### config.mk
export PLATFORM = sky130hd
export DESIGN_NAME = i2s_frame_sched
export DESIGN_NICKNAME = d
export VERILOG_FILES = /design/src/rtl/i2s_frame_sched.sv
export SDC_FILE = /design/constraint.sdc
export NUM_CORES = 1
export LEC_CHECK = 0
export CAP_MARGIN = 5
export CORE_MARGIN = 2
export CORE_UTILIZATION = 37
export DETAILED_ROUTE_END_ITERATION = 10
export PLACE_DENSITY = 0.77
export SYNTH_ARGS = -nofsm -noshare
export SYNTH_HDL_FRONTEND = slang
export SYNTH_SLANG_ARGS = --single-unit
### constraint.sdc
create_clock -name mclk_in -period 4.1 [get_ports mclk_in]
set_clock_uncertainty 0.1 [all_clocks]
set_input_delay 0.615 -clock mclk_in [delete_from_list [all_inputs] [get_ports mclk_in]]
set_output_delay 0.615 -clock mclk_in [all_outputs]
set_load 0.005 [all_outputs]
### src/rtl/i2s_frame_sched.sv
// Frame scheduler between the I2S transceiver and the DSP core: captures each frame's
// rx pair, hands it to the DSP, returns the processed pair to tx, flags deadline misses.
// Optional per-event statistics counters: define I2S_FRAME_SCHED_STATS_EN.
module i2s_frame_sched #(
  parameter int PDATA_WIDTH   = 32,
  parameter int CAPTURE_DELAY = 2
) (
  input  logic                   mclk_in,
  input  logic                   rst_in,
  input  logic                   lrck_in,
  input  logic [PDATA_WIDTH-1:0] rx_ldata_in,
  input  logic [PDATA_WIDTH-1:0] rx_rdata_in,
  output logic [PDATA_WIDTH-1:0] tx_ldata_out,
  output logic [PDATA_WIDTH-1:0] tx_rdata_out,
  output logic                   m_valid_out,
  input  logic                   m_ready_in,
  output logic [PDATA_WIDTH-1:0] m_ldata_out,
  output logic [PDATA_WIDTH-1:0] m_rdata_out,
  input  logic                   s_valid_in,
  output logic                   s_ready_out,
  input  logic [PDATA_WIDTH-1:0] s_ldata_in,
  input  logic [PDATA_WIDTH-1:0] s_rdata_in,
  input  logic                   clr_in,
  output logic                   overrun_out,
  output logic                   underrun_out
`ifdef I2S_FRAME_SCHED_STATS_EN
  ,
  output logic [15:0]            overrun_cnt_out,
  output logic [15:0]            underrun_cnt_out
`endif
);

  localparam int CNT_W = (CAPTURE_DELAY > 1) ? $clog2(CAPTURE_DELAY) : 1;
  localparam logic [CNT_W-1:0] DLY_LOAD = CNT_W'(CAPTURE_DELAY - 1);

  typedef enum logic [1:0] {
    ST_IDLE  = 2'd0,
    ST_DELAY = 2'd1,
    ST_OFFER = 2'd2,
    ST_WAIT  = 2'd3
  } state_t;

  state_t           state_r;
  logic [CNT_W-1:0] dly_cnt_r;
  logic             lrck_q1_r;
  logic             lrck_q2_r;
  logic             frame_edge_s;
  logic             s_xfer_s;
  logic             overrun_evt_s;
  logic             underrun_evt_s;

  // LRCK synchroniser chain
  always_ff @(posedge mclk_in or posedge rst_in) begin
    if (rst_in) begin
      lrck_q1_r <= 1'b0;
      lrck_q2_r <= 1'b0;
    end else begin
      lrck_q1_r <= lrck_in;
      lrck_q2_r <= lrck_q1_r;
    end
  end

  // Frame edge and deadline-miss event decode
  always_comb begin
    frame_edge_s   = lrck_q2_r & ~lrck_q1_r;
    s_xfer_s       = s_valid_in & s_ready_out;
    overrun_evt_s  = frame_edge_s & (state_r == ST_OFFER);
    // a return that lands exactly on the edge still meets the deadline
    underrun_evt_s = frame_edge_s & (state_r == ST_WAIT) & ~s_xfer_s;
  end

  // Scheduler state machine with registered handshake and data outputs
  always_ff @(posedge mclk_in or posedge rst_in) begin
    if (rst_in) begin
      state_r      <= ST_IDLE;
      dly_cnt_r    <= {CNT_W{1'b0}};
      m_valid_out  <= 1'b0;
      s_ready_out  <= 1'b0;
      m_ldata_out  <= {PDATA_WIDTH{1'b0}};
      m_rdata_out  <= {PDATA_WIDTH{1'b0}};
      tx_ldata_out <= {PDATA_WIDTH{1'b0}};
      tx_rdata_out <= {PDATA_WIDTH{1'b0}};
    end else begin
      case (state_r)
        ST_IDLE: begin
          if (frame_edge_s) begin
            dly_cnt_r <= DLY_LOAD;
            state_r   <= ST_DELAY;
          end
        end
        ST_DELAY: begin
          if (frame_edge_s) begin
            dly_cnt_r <= DLY_LOAD;
          end else if (dly_cnt_r == {CNT_W{1'b0}}) begin
            m_ldata_out <= rx_ldata_in;
            m_rdata_out <= rx_rdata_in;
            m_valid_out <= 1'b1;
            state_r     <= ST_OFFER;
          end else begin
            dly_cnt_r <= dly_cnt_r - CNT_W'(1);
          end
        end
        ST_OFFER: begin
          if (frame_edge_s) begin
            m_valid_out <= 1'b0;
            dly_cnt_r   <= DLY_LOAD;
            state_r     <= ST_DELAY;
          end else if (m_valid_out && m_ready_in) begin
            m_valid_out <= 1'b0;
            s_ready_out <= 1'b1;
            state_r     <= ST_WAIT;
          end
        end
        ST_WAIT: begin
          if (s_xfer_s) begin
            tx_ldata_out <= s_ldata_in;
            tx_rdata_out <= s_rdata_in;
            s_ready_out  <= 1'b0;
            state_r      <= ST_IDLE;
          end
          if (frame_edge_s) begin
            s_ready_out <= 1'b0;
            dly_cnt_r   <= DLY_LOAD;
            state_r     <= ST_DELAY;
          end
        end
        default: begin
          m_valid_out <= 1'b0;
          s_ready_out <= 1'b0;
          state_r     <= ST_IDLE;
        end
      endcase
    end
  end

  // Sticky deadline flags; a same-cycle event beats the clear
  always_ff @(posedge mclk_in or posedge rst_in) begin
    if (rst_in) begin
      overrun_out  <= 1'b0;
      underrun_out <= 1'b0;
    end else begin
      overrun_out  <= (overrun_out & ~clr_in) | overrun_evt_s;
      underrun_out <= (underrun_out & ~clr_in) | underrun_evt_s;
    end
  end

`ifdef I2S_FRAME_SCHED_STATS_EN
  function automatic logic [15:0] stat_next(input logic [15:0] cnt, input logic evt,
                                            input logic clr);
    logic [15:0] nxt;
    if (clr) begin
      nxt = evt ? 16'd1 : 16'd0;
    end else if (evt && (cnt != 16'hFFFF)) begin
      nxt = cnt + 16'd1;
    end else begin
      nxt = cnt;
    end
    return nxt;
  endfunction

  // Saturating event counters
  always_ff @(posedge mclk_in or posedge rst_in) begin
    if (rst_in) begin
      overrun_cnt_out  <= 16'd0;
      underrun_cnt_out <= 16'd0;
    end else begin
      overrun_cnt_out  <= stat_next(overrun_cnt_out, overrun_evt_s, clr_in);
      underrun_cnt_out <= stat_next(underrun_cnt_out, underrun_evt_s, clr_in);
    end
  end
`else
  // statistics disabled: sticky flags only
`endif

endmodule

Yosys cells after proc, flatten, opt, wreduce, memory -nomap -nowiden:

Index checks and enable logic that the tools add are counted.
W data, S select, Z words.

* output and inout port bits: 132
* bits of input ports: 134
* register bits: 137

* reduce and logical (&&, ||, !) cells: 10
* muxes and demuxes: 22
* bitwise gates (word level): 14
* add/subtract/negate cells: 1
* equal/unequal tests: 11

Operator list (number)
* $mux W2: 7
* $mux W1: 11
* $ne A2 B2 Y1 const B: 4
* $pmux W2 S4: 1
* $reduce_and A4 Y1: 2
* $and A1 B1 Y1: 7
* $pmux W1 S2: 3
* $not A1 Y1: 5
* $reduce_and A5 Y1: 1
* $eq A2 B2 Y1 const B: 2
* $ne A2 B1 Y1 const B: 2
* $reduce_bool A2 Y1: 2
* $ne A3 B2 Y1 const B: 1
* $ne A3 B3 Y1 const B: 1
* $reduce_and A3 Y1: 1
* $reduce_or A3 Y1: 1
* $eq A2 B1 Y1 const B: 1
* $logic_not A2 Y1: 1
* $or A1 B1 Y1: 2
* $reduce_and A2 Y1: 1
* $logic_and A1 B1 Y1: 1
* $sub A1 B1 Y1 const B: 1

Depth between registers and ports, before layout:

Gate-level depths: netlist (run 1).

* word-level depth: 5
* gate-level depth with buffers: 5
* mapped depth without buffers: 3

Worst setup path after synthesis (run 1):

Ideal clock, no wire load.

* kind: input port to flip-flop
* start: input port s_valid_in
* end: register tx_rdata_out[22]
* data arrival time: 1295 ps
* slack: 2580 ps
* stages: 3
* path through: nand4_4 > buf_2 > mux2_2

* cells in the longest elaborated chain, start to end: 2

Ends and longest elaborated chain
* from (decl): RTL line 19 `input logic s_valid_in,`
* $and A1 B1 Y1: RTL line 66 `s_xfer_s = s_valid_in & s_ready_out;`
* $reduce_and A2 Y1 (no line)
* to (signal assigned): RTL line 82 `tx_rdata_out <= {PDATA_WIDTH{1'b0}};`
* to (signal assigned): RTL line 117 `tx_rdata_out <= s_rdata_in;`
* to (decl): RTL line 14 `output logic [PDATA_WIDTH-1:0] tx_rdata_out,`

Every way passes these cells.
A chain may end at the register's enable or synchronous reset.

Worst setup path after layout (run 1):

* start: input port s_valid_in
* end: register tx_rdata_out[21]

Same word-level chain as after synthesis.

==> out/results.txt, run 1 <==
Cell Rows -> 44
clock root buffer -> clkbuf_16
DR WL/cell -> 16.54 um
clock latency on the worst-skew pair -> 0.41 ns
Pleak -> 0.003923 uW
register area share after synthesis -> 63.43%
met3 usage -> 5.713%
Initial Util -> 37.47%
syn_nets -> 441
Detailed Route Iter0 Violations -> 105
RSZ-0062 raised after global routing -> false
clock tree buffer depth -> 2
Post-synth EDFFs -> 0
Most used DFF post-synth -> dfrtp_1
Period minus WS final -> 2.662 ns
grt met2 use -> 27.58%
leading area contributor after synthesis -> dfrtp_1
share of the synthesized area in the top cell type -> 63.43%
Layout area overhead -> 62.75%
Setup TNS -> 0 ns
hold crit path type -> reg2reg
grt met1 use -> 20.88%
FILL cells -> 1111
vias per inst -> 4.607
vias in the first global route -> 3880
final core utilization -> 60.99%
Netlist cell types -> 25
async set-reset flop share out of synthesis -> 100.0%
largest net degree at the start of global routing -> 138
residual DRC count -> 0
CTS buffer count -> 17
Post-Synthesis Cells -> 307
CP max FO -> 53
width of the die -> 124.9 um
max-slew violation count -> 0
post-cts resize count -> 0
GRT Total Usage -> 17.03%
initial antenna violation count -> 0
Core Area -> 14420 um^2
hold slack final -> 0.3354 ns
# diodes -> 0
Final ANT Viol Nets -> 0
Setup violations, final -> 0
VDD IR-drop max -> 450.5 uV
Final nets -> 715
most common cell in the netlist -> dfrtp_1
Crit path required time -> 4.28 ns
Critical Path Start Type -> input port
die area -> 15590 um^2
DR pass1 iterations -> 4
Worst setup EP type -> register
Post-DP HPWL -> 9.155 mm
outcome -> finished, final reports clean
busiest grt layer -> met2
maximum clock rate -> 0.3757 GHz
transition time of the tightest slew-check pin -> 0.9605 ns
vias -> 3584
synth warn -> 0
pwr/cell area -> 754.5 nW/um^2
period utilization -> 64.92%
first-pass GRT wire length -> 20.88 mm
total gr overflow -> 0
max-cap violations -> 0
Clock Sinks -> 137
mean post-synth cell area -> 17.61 um^2
synthesized cell area -> 5405 um^2
Arr. time, crit path -> 2.84 ns
Port Buffers -> 265
layout cell share with drive strength beyond 1 -> 26.60%
Chip Height -> 124.9 um
Clock transition at path regs -> 0.06 ns
TritonCTS clock tree -> built
r2r setup slk -> 1.55 ns
Post-CTS Setup Bufs -> 0
Routed WL -> 12.87 mm
Relative slew margins -> 35.85%
number of H-tree levels -> 4
IO Pins -> 266
largest cells by area after synthesis -> dfrtp_1, mux2_4, mux2_2
CTS Hold Bufs -> 0
Synth top cells by count -> dfrtp_1, mux2_2, mux2_4, buf_2, buf_6
kind of critical path -> in2reg
routability congestion estimate from global placement -> 0.7810
#FFs+latches synth -> 137
Final Hold Viols -> 0
-- logic make-up (layout without fill, tap and decap cells) --
group | after synthesis | in the layout | synth area share [%]
compound gates | 10 | 10 | 1.250
buf+inv | 18 | 305 | 2.384
flops | 137 | 137 | 63.43
simple gates | 14 | 14 | 2.107
mux | 128 | 128 | 30.83
-- final timing paths --
kind,from,end,cells after the start
setup / recovery,s_valid_in,tx_rdata_out[21],4
min in group asynchronous,rst_in,tx_ldata_out[7],3
setup reg to reg,state_r[1],tx_rdata_out[21],3
hold reg to reg,lrck_q1_r,lrck_q2_r,0
hold / removal,lrck_q1_r,lrck_q2_r,0
max in group asynchronous,rst_in,tx_rdata_out[25],3
-- worst max-delay path: stages --
cell and delay (ns):
clkdlybuf4s50_1 0.59, nand4_4 0.75, buf_4 0.50, mux2_1 0.34
-- report_power, final --
part	switching [uW]	total (uW)	internal, uW
Sequential	398	2410	2010
Clock	539	1480	942
Combinational	751	2750	2000
-- state kept, by name, summed over array words and instances (netlist names) --
| register | flops |
|---|---|
| lrck_q2_r | 1 |
| overrun_out | 1 |
| m_valid_out | 1 |
| m_ldata_out | 32 |
| state_r | 2 |
| lrck_q1_r | 1 |
| tx_ldata_out | 32 |
| dly_cnt_r | 1 |
| s_ready_out | 1 |
| m_rdata_out | 32 |
| underrun_out | 1 |
| tx_rdata_out | 32 |
-- cell type report --
cell class,count,area [um^2],share of cell area [%]
clock buffer,25,485.5,5.518
clock inverter,7,91.34,1.038
inverter,4,18.77,0.2133
multi-input combinational,152,1848,21.01
sequential,137,3428,38.97
tap,184,230.2,2.617
timing repair buffer,269,2695,30.64
-- metrics by stage --
step | std cells | setup WS, ns | area [um^2] | total power (uW)
after floorplan | 307 | 1.678 | 5409 | 3597
after global placement | 746 | 1.094 | 8220 | 5121
final | 778 | 1.438 | 8797 | 6638
after CTS | 778 | 1.433 | 8797 | 6733
after detailed placement | 746 | 0.9880 | 8220 | 5200
after global routing | 778 | 1.295 | 8797 | 7010
-- placed cells by master, fill, tap and decap left out, drive strengths merged --
cell	instances
a22oi	1
o211ai	1
inv	3
bufinv	2
nand4	2
a22o	1
a21oi	1
a311oi	1
buf	4
nor2b	1
nand2b	2
o22ai	1
clkbuf	25
nand2	3
nand3	2
clkinv	4
nor2	3
clkinvlp	2
dfrtp	137
mux2	128
clkdlybuf4s50	265
o21ai	3
or3	1
o2bb2ai	1
-- routing by layer --
metal  vias up  share of wire (%)
li1       1628                  -
met4         0                1.8
met2       167                 49
met5         -                  0
met3        16                7.0
met1      1773                 42
(Power assumes the default switching activity.)
==> inputs of run 2 (changes only) <==
==> constraint.sdc (replaced) <==
create_clock -name mclk_in -period 2.32 [get_ports mclk_in]
set_clock_uncertainty 0.1 [all_clocks]
set_input_delay 0.348 -clock mclk_in [delete_from_list [all_inputs] [get_ports mclk_in]]
set_output_delay 0.348 -clock mclk_in [all_outputs]
set_load 0.005 [all_outputs]
==> run 2 against run 1 <==
Highest routed layer unchanged; routed wire length up 1.4%; first-iteration DRC count down 3.8%; largest cell class unchanged; global-route usage about the same; worst setup slack worse by 1.0 ns.
==> out/results.txt, run 2 (synthesis gave the netlist of run 1 again) <==
DR WL/cell -> 16.80 um (+1.6%)
Clock Sinks -> 137 (unchanged)
Relative slew margins -> 58.75% (+23 points)
commonest cells after routing, fill and taps aside -> clkdlybuf4s50_1, dfrtp_1, mux2_2
Period minus WS final -> 1.888 ns
Slowest cell on crit path -> clkdlybuf4s50_1
Core Area -> 14420 um^2 (unchanged)
switch share -> 25.37% (-0.061 points)
Pleak -> 0.003946 uW (+0.60%)
Chip Height -> 124.9 um (unchanged)
TritonCTS clock tree -> built
max-cap violations -> 0 (unchanged)
Post-CTS Setup Bufs -> 0 (unchanged)
Arr. time, crit path -> 1.44 ns (-1.40 ns)
sw power -> 2993 uW (+77%)
final core utilization -> 61.30% (+0.31 points)
kind of critical path -> reg2out
Routed WL -> 13.05 mm (+1.4%)
worst reg-to-reg path cell count -> 4 (+1)
width of the die -> 124.9 um (unchanged)
transition time of the tightest slew-check pin -> 0.6188 ns (-0.3417 ns)
period utilization -> 81.37%
critical path cell sequence -> clkdlybuf4s50_1
first-pass GRT wire length -> 20.84 mm (-0.20%)
maximum clock rate -> 0.5297 GHz
RSZ-0062 raised after global routing -> false
routability congestion estimate from global placement -> 0.8084 (+3.5%)
initial antenna violation count -> 0 (unchanged)
clock share of power -> 22.6% (+0.3 points)
outcome -> finished, final reports clean
Crit path buffers/inverters -> 1 (-1)
IO Pins -> 266 (unchanged)
layout cell share with drive strength beyond 1 -> 27.15% (+0.55 points)
Setup violations, final -> 0 (unchanged)
combinational share of power -> 41.3% (about the same)
vias in the first global route -> 3962 (+2.1%)
Critical Path Start Type -> register
Crit path required time -> 1.87 ns (-2.41 ns)
clock latency on the worst-skew pair -> 0.41 ns (about the same)
post-cts resize count -> 0 (unchanged)
residual DRC count -> 0 (unchanged)
Port Buffers -> 265 (unchanged)
Internal Power -> 8806 uW (+78%)
Top delay family on crit path -> buffers and inverters
Cell Rows -> 44 (unchanged)
# diodes -> 0 (unchanged)
largest net degree at the start of global routing -> 114 (-17%)
CTS Hold Bufs -> 0 (unchanged)
Detailed Route Iter0 Violations -> 101 (-3.8%)
Setup TNS -> 0 ns (unchanged)
most common cell after layout, fill and taps aside -> clkdlybuf4s50_1
max-slew violation count -> 0 (unchanged)
CP max stage delay -> 0.57 ns (-0.18 ns)
GRT Total Usage -> 17.06% (+0.029 points)
Clock transition at path regs -> 0.05 ns (about the same)
Initial Util -> 37.47% (unchanged)
vias -> 3595 (+0.31%)
number of H-tree levels -> 4 (unchanged)
VDD IR-drop max -> 589.0 uV (+31%)
clock root buffer -> clkbuf_16
Final ANT Viol Nets -> 0 (unchanged)
vias per inst -> 4.627 (+0.44%)
Worst setup EP type -> output pin
Post-DP HPWL -> 9.445 mm (+3.2%)
Critical R2R Launch -> state_r[1]
CTS buffer count -> 17 (unchanged)
pwr/cell area -> 1334 nW/um^2 (+77%)
Final nets -> 717 (+0.28%)
Reg power frac -> 36.1% (-0.2 points)
CP max FO -> 6 (-89%)
hold crit path type -> in2async
FF-to-FF End -> m_rdata_out[31]
DR pass1 iterations -> 4 (unchanged)
Final Hold Viols -> 0 (unchanged)
total gr overflow -> 0 (unchanged)
r2r setup slk -> 0.47 ns (-1.08 ns)
die area -> 15590 um^2 (unchanged)
clock tree buffer depth -> 2 (unchanged)
Layout area overhead -> 63.59%
==> run 2: worst max-delay path by stage <==
| stage | depth (start not counted) | slack (ns) | to | start |
|---|---|---|---|---|
| global placement | 4 | 0.28 | tx_rdata_out[20] | s_valid_in |
| finish | 1 | 0.43 | s_ready_out | s_ready_out |
| CTS | 1 | 0.39 | s_ready_out | s_ready_out |
| detailed placement | 4 | 0.25 | tx_rdata_out[19] | s_valid_in |
| floorplan | 1 | 0.16 | dly_cnt_r | rst_in |
| global route | 1 | 0.35 | s_ready_out | s_ready_out |
==> run 2: power groups by stage <==
stage | Combinational (uW) | Clock (uW) | Sequential [uW]
2_1_floorplan | 2100 | 0 | 4260
3_3_place_gp | 4810 | 0 | 4250
3_5_place_dp | 4930 | 0 | 4280
4_1_cts | 4950 | 2720 | 4280
5_1_grt | 5170 | 2860 | 4420
6_report | 4870 | 2670 | 4260
==> run 2: per-stage QoR <==
stage | worst slack [ns] | cell area (um^2) | hold slack (ns) | power [uW] | instances
6_report | 0.4323 | 8842 | 0.2869 | 11800 | 777
3_5_place_dp | 0.2537 | 8260 | 0.3048 | 9212 | 748
4_1_cts | 0.3933 | 8842 | 0.2696 | 11950 | 777
3_3_place_gp | 0.2830 | 8260 | 0.2964 | 9059 | 748
2_1_floorplan | 0.1649 | 5409 | 0.2664 | 6357 | 307
5_1_grt | 0.3451 | 8842 | 0.2622 | 12450 | 777
==> run 2: routing by layer <==
metal  share of wire, %  vias up  wire length [um]  GRT usage, %
li1                   -     1633                 -             -
met1                 39     1760              5118         19.36
met2                 50      178              6475         28.06
met3                8.9       24              1167         7.431
met4                2.2        0               291         7.386
met5                  0        -                 0             0
==> run 2: layout make-up <==
type                            count  area [um^2]
Clock buffer                       20        456.7
Clock inverter                      9        125.1
Fill cell                        1127         5582
Inverter                            4        18.77
Multi-Input combinational cell    152         1848
Sequential cell                   137         3428
Tap cell                          184        230.2
Timing Repair Buffer              271         2735
